===== src/rtl/main_decoder.sv =====
// main_decoder: RISC-V opcode decoder into datapath controls, with illegal-opcode debug status.
// Define MAIN_DECODER_ITYPE_EN to also decode I-type ALU instructions (0010011).
module main_decoder #(
   parameter int CNT_W = 8
) (
   input  logic             clk,
   input  logic             rst,
   input  logic [6:0]       Op,
   input  logic             OpValid,
   input  logic             ClrStatus,
   output logic             RegWrite,
   output logic [1:0]       ImmSrc,
   output logic             ALUSrc,
   output logic             MemWrite,
   output logic             ResultSrc,
   output logic             Branch,
   output logic [1:0]       ALUOp,
   output logic             IllegalOp,
   output logic             IllegalSticky,
   output logic [CNT_W-1:0] IllegalCount
);
`ifdef MAIN_DECODER_ITYPE_EN
   localparam bit ITYPE_EN = 1'b1;
`else
   localparam bit ITYPE_EN = 1'b0;
`endif
   logic [8:0] ctrl;
   // Unlisted opcodes fall to all-zero controls: no write, no store, no branch.
   always_comb begin
      ctrl = (Op == 7'b0000011)             ? 9'b1_00_1_0_1_0_00 :
             (Op == 7'b0100011)             ? 9'b0_01_1_1_0_0_00 :
             (Op == 7'b0110011)             ? 9'b1_00_0_0_0_0_10 :
             (Op == 7'b1100011)             ? 9'b0_10_0_0_0_1_01 :
             (ITYPE_EN && Op == 7'b0010011) ? 9'b1_00_1_0_0_0_10 : 9'b0;
      IllegalOp = !(Op == 7'b0000011 || Op == 7'b0100011 || Op == 7'b0110011 ||
                    Op == 7'b1100011 || (ITYPE_EN && Op == 7'b0010011));
   end
   assign {RegWrite, ImmSrc, ALUSrc, MemWrite, ResultSrc, Branch, ALUOp} = ctrl;
   always_ff @(posedge clk or posedge rst) begin
      if (rst) begin
         IllegalSticky <= 1'b0;
         IllegalCount  <= '0;
      end else if (ClrStatus) begin
         IllegalSticky <= 1'b0;
         IllegalCount  <= '0;
      end else if (OpValid && IllegalOp) begin
         IllegalSticky <= 1'b1;
         if (IllegalCount != '1) IllegalCount <= IllegalCount + CNT_W'(1);
      end
   end
endmodule


===== config.mk =====
export PLATFORM = sky130hd
export DESIGN_NAME = main_decoder
export DESIGN_NICKNAME = d
export VERILOG_FILES = /design/src/rtl/main_decoder.sv
export SDC_FILE = /design/constraint.sdc
export NUM_CORES = 1
export LEC_CHECK = 0
export ABC_AREA = 1
export BUFFER_PORTS_ARGS = -buffer_cell sky130_fd_sc_hd__buf_2
export CORE_MARGIN = 4
export CORE_UTILIZATION = 46
export CTS_CLUSTER_SIZE = 10
export DETAILED_ROUTE_END_ITERATION = 7
export GPL_TIMING_DRIVEN = 0
export PLACE_DENSITY = 0.84
export SLEW_MARGIN = 10
export SYNTH_ARGS = -nofsm -noshare
export SYNTH_HDL_FRONTEND = slang
export SYNTH_SLANG_ARGS = --single-unit

===== constraint.sdc =====
create_clock -name clk -period 1.8 [get_ports clk]
set_clock_uncertainty 0.05 [all_clocks]
set_input_delay 0.09 -clock clk [delete_from_list [all_inputs] [get_ports clk]]
set_output_delay 0.09 -clock clk [all_outputs]
set_load 0.005 [all_outputs]

# After elaboration in Yosys (flattened, before gate mapping)

Index checks and enable logic that the tools add are counted.
W data, S select, Z words.

Output and inout bits: 19
Input bits: 11
Bits in registers: 9

Eq/ne operators: 5
Multiplexer cells: 9
$add $sub $neg: 1
Reductions and logical operators: 8

Operators by type and width:

| cell                  | count |
|---|---|
| $mux W8               | 4 |
| $mux W9               | 3 |
| $eq A7 B6 Y1 const B  | 2 |
| $add A8 B1 Y8 const B | 1 |
| $ne A8 B8 Y1 const B  | 1 |
| $eq A7 B2 Y1 const B  | 1 |
| $eq A7 B7 Y1 const B  | 1 |
| $reduce_bool A2 Y1    | 2 |
| $logic_or A1 B1 Y1    | 3 |
| $mux W1               | 2 |
| $reduce_and A2 Y1     | 1 |
| $logic_and A1 B1 Y1   | 1 |
| $logic_not A1 Y1      | 1 |

# Longest topological paths before layout

Word-level depth: 8
Mapped depth: 8
Mapped depth without buffers: 8

# Least setup slack after synthesis

No wires, ideal clock.

Path type: reg2reg
Start point: register IllegalCount[0]
End point: register IllegalCount[0]
Path slack: 0.396 ns
Required time: 1.631 ns
Stages on the path, launching flop included: 8
Arrival time: 1.235 ns
Path buffers: 0
Cell sequence: dfrtp_1 > ha_1 > nand3_1 > inv_1 > nand2_1 > nand4_2 > nand3_1 > nand2_1

Longest elaborated chain between the ends: 4
Elaborated cells on any way between the ends: 7
Those cells by class: add/sub: 1; eq/ne: 1; mux: 3; reduce/logical: 2

Ends and longest elaborated chain:

| element                  | RTL line | RTL |
|---|---|---|
| start: declaration       | 20       | `output logic [CNT_W-1:0] IllegalCount` |
| start signal: assignment | 48       | `if (IllegalCount != '1) IllegalCount <= IllegalCount + CNT_W'(1);` |
| $add A8 B1 Y8            | 48       |  |
| $mux W8                  | 48       |  |
| $mux W8                  | 46       | `end else if (OpValid && IllegalOp) begin` |
| $mux W8                  | 43       | `end else if (ClrStatus) begin` |

Several ways; a longest one is shown, not always the timed one. The select of a mux whose other input is x is not followed.
A chain may end at the register's enable or synchronous reset.

# Worst setup path in the final report

Start point: register IllegalCount[0]
End point: register IllegalCount[1]

Same word-level chain as after synthesis.

==> reports/qor.yml <==
die_w_um: 47.96
grt_pass1_vias: 644
finalCritPeriodShare_pct: 89.00
synth_area_per_cell_um2: 6.443
pwr_density_cell_nw_per_um2: 518.3
slew_headroom_pct: 76.00
crit_required_ns: 1.91
leakagePower_uw: 0.0005627
cts_max_level: 1
synth_top_area_share_pct: 30.66
num_rows: 14
post_cts_buffers: 0
fillers: 155
netlist_instances: 114
area_growth_pct: 28.11
seq_area_um2: 225.2
top_layer: "met4"
synthTopCellsByArea: "dfrtp_1 31%, nand2_1 16%, nand3_1 14%"
worstPathArrival_ns: 1.71
fmax_mhz: 624.2
met3_length_um: 184
rsz0062_at_grt: "no"
period_minus_slack_ns: 1.602
yosys_register_bits: 9
gp_congestion: 0.8263
grt_first_pass_wirelength_mm: 2.794
crit_type: "register to register"
drv_slew: 0
clockBufferDepth: 2
worstPathCellList: "ha_1 -> nand3_1 -> inv_1 -> nand2_1 -> nand4_2 -> nand3_1 -> nand2_1"
cp-end-kind: "register"
r2r_cells: 7
tightest_slew_ns: 0.3596
die_h_um: 47.96
core_um2: 1506
status: "completed"
ios: 30
yosysTopAreaCell: "dfrtp_1"
fin_cells: 164
hold_depth: 3
antenna_found_initial: 0
netlist_top_cells_count: "31 x nand2_1, 21 x nand3_1, 16 x inv_1, 13 x nor2_1, 9 x dfrtp_1"
drc: 0
cts.clk_slew.worst_paths_ns: 0.07
grt-ovfl-total: 0
cts_buffers: 3
wl_mm: 1.790
clkLatencyLatePin_ns: 0.27
critPathMaxStageDelay_ns: 0.45
hold_path.class: "input port to register"
synth-main-ff-cell: "dfrtp_1"
yosysMostFrequentCell: "nand2_1"
drive_gt1_share_pct: 29.73
clockRootBuffer: "clkbuf_4"
post-place-cells: 158
routed-wl-met2_um: 842
gr-usage-all-layers_pct: 17.44
wl_met1_um: 743
syn_nets: 126
dieArea_um2: 2300
ys_seq_area_share_pct: 30.66
yosysWarnings: 0
total_power_uw: 487.7
initial_core_util_pct: 48.75
cp_slowest_cell: "dfrtp_1"
grt_max_degree: 11
vdd_drop_max_mv: 0.3114
dp_hpwl_mm: 1.382
ys_types: 20
tritoncts: "yes"
critPathLaunchType: "register"
ys_async_sr_fraction_pct: 100.0
wl_per_cell_um: 10.91
crit_fanout: 8
diodes: 0
synth_edf_count: 0
antenna_left: 0
drt_iter0_drc: 32
netlist_area_um2: 734.5
viasPerCell: 4.982
maxCapViolations: 0
vias: 817
port_buffers: 28
first_pass_iters: 4
finalSetupTns_ns: 0
setup_viol: 0
cts_sinks: 9
multiInputGateArea_um2: 405.4
fin_nets: 161
finalHoldViolCount: 0
layout make-up:
class / instances / area share (%)
plain buffers: 4 / 3.856
inverters: 18 / 7.181
clock buffers: 4 / 2.793
multi-input cells: 83 / 43.09
well taps: 16 / 2.128
flip-flops and latches: 9 / 23.94
repair buffers: 30 / 17.02
placed cells by master, fill, tap and decap left out, types with 2 or more instances in the layout:
| cell | synthesis | routed |
|---|---|---|
| nand2_1 | 31 | 31 |
| buf_2 | 0 | 28 |
| nand3_1 | 21 | 21 |
| clkbuf_4 | 0 | 3 |
| nor2_2 | 3 | 3 |
| nor2_1 | 13 | 13 |
| nor3_1 | 4 | 4 |
| inv_2 | 2 | 2 |
| dlygate4sd3_1 | 0 | 2 |
| inv_1 | 16 | 16 |
| xnor2_1 | 2 | 2 |
| buf_4 | 3 | 3 |
| dfrtp_1 | 9 | 9 |
what timing repair did:
action,in CTS,in global routing
hold buffers,2,0
gates resized for setup,0,0
hold endpoints to repair,10,0
endpoints found under the setup margin,0,0
where the power goes:
group | leakage (µW) | switching (µW) | internal [µW]
combinational | 0.000426 | 54.1 | 41.2
sequential | 0.000122 | 14.3 | 213
clock | 0.0000150 | 79.8 | 85.7
metal layers:
layer | track usage [%] | up-vias
li1 | - | 428
met1 | 22.77 | 348
met2 | 27.44 | 37
met3 | 3.759 | 4
met4 | 7.527 | 0
met5 | 0 | -
stage by stage:
stage / instance area [µm²] / utilization, % / setup slack, ns / hold WS [ns]
CTS: 940.9 / 62.46 / 0.1935 / 0.08779
global placement: 894.6 / 59.39 / 0.2442 / 0.01837
finish: 940.9 / 62.46 / 0.1980 / 0.08609
detailed placement: 894.6 / 59.39 / 0.2051 / 0.02133
global route: 940.9 / 62.46 / 0.01817 / 0.1180
floorplan: 734.5 / - / 0.3961 / -0.1321
cell families after synthesis:
family / synth area share (%)
buf+inv: 14.14
xor+xnor: 2.385
flops: 30.66
compound gates: 1.873
simple gates: 49.24
fa+ha+maj: 1.703
state kept, by name (all words and copies together) (netlist names):
signal / flops
IllegalSticky: 1
IllegalCount: 8
critical path: cells and delay by family, from the launching register on:
kind / cells / cell delay, ns
adder cells (fa/ha/maj): 1 / 0.28
AND/OR/NAND/NOR: 5 / 0.65
flip-flops: 1 / 0.45
buffers and inverters: 1 / 0.07
final timing paths:
kind,startpoint,to,slack (ns)
setup / recovery,IllegalCount[0],IllegalCount[1],0.20
hold / removal,OpValid,IllegalSticky,0.09
setup reg to reg,IllegalCount[0],IllegalCount[1],0.20
hold reg to reg,IllegalSticky,IllegalSticky,0.46
max in group asynchronous,rst,IllegalCount[1],1.16
min in group asynchronous,rst,IllegalSticky,0.28
No activity file was read; power rests on OpenSTA's default activity.
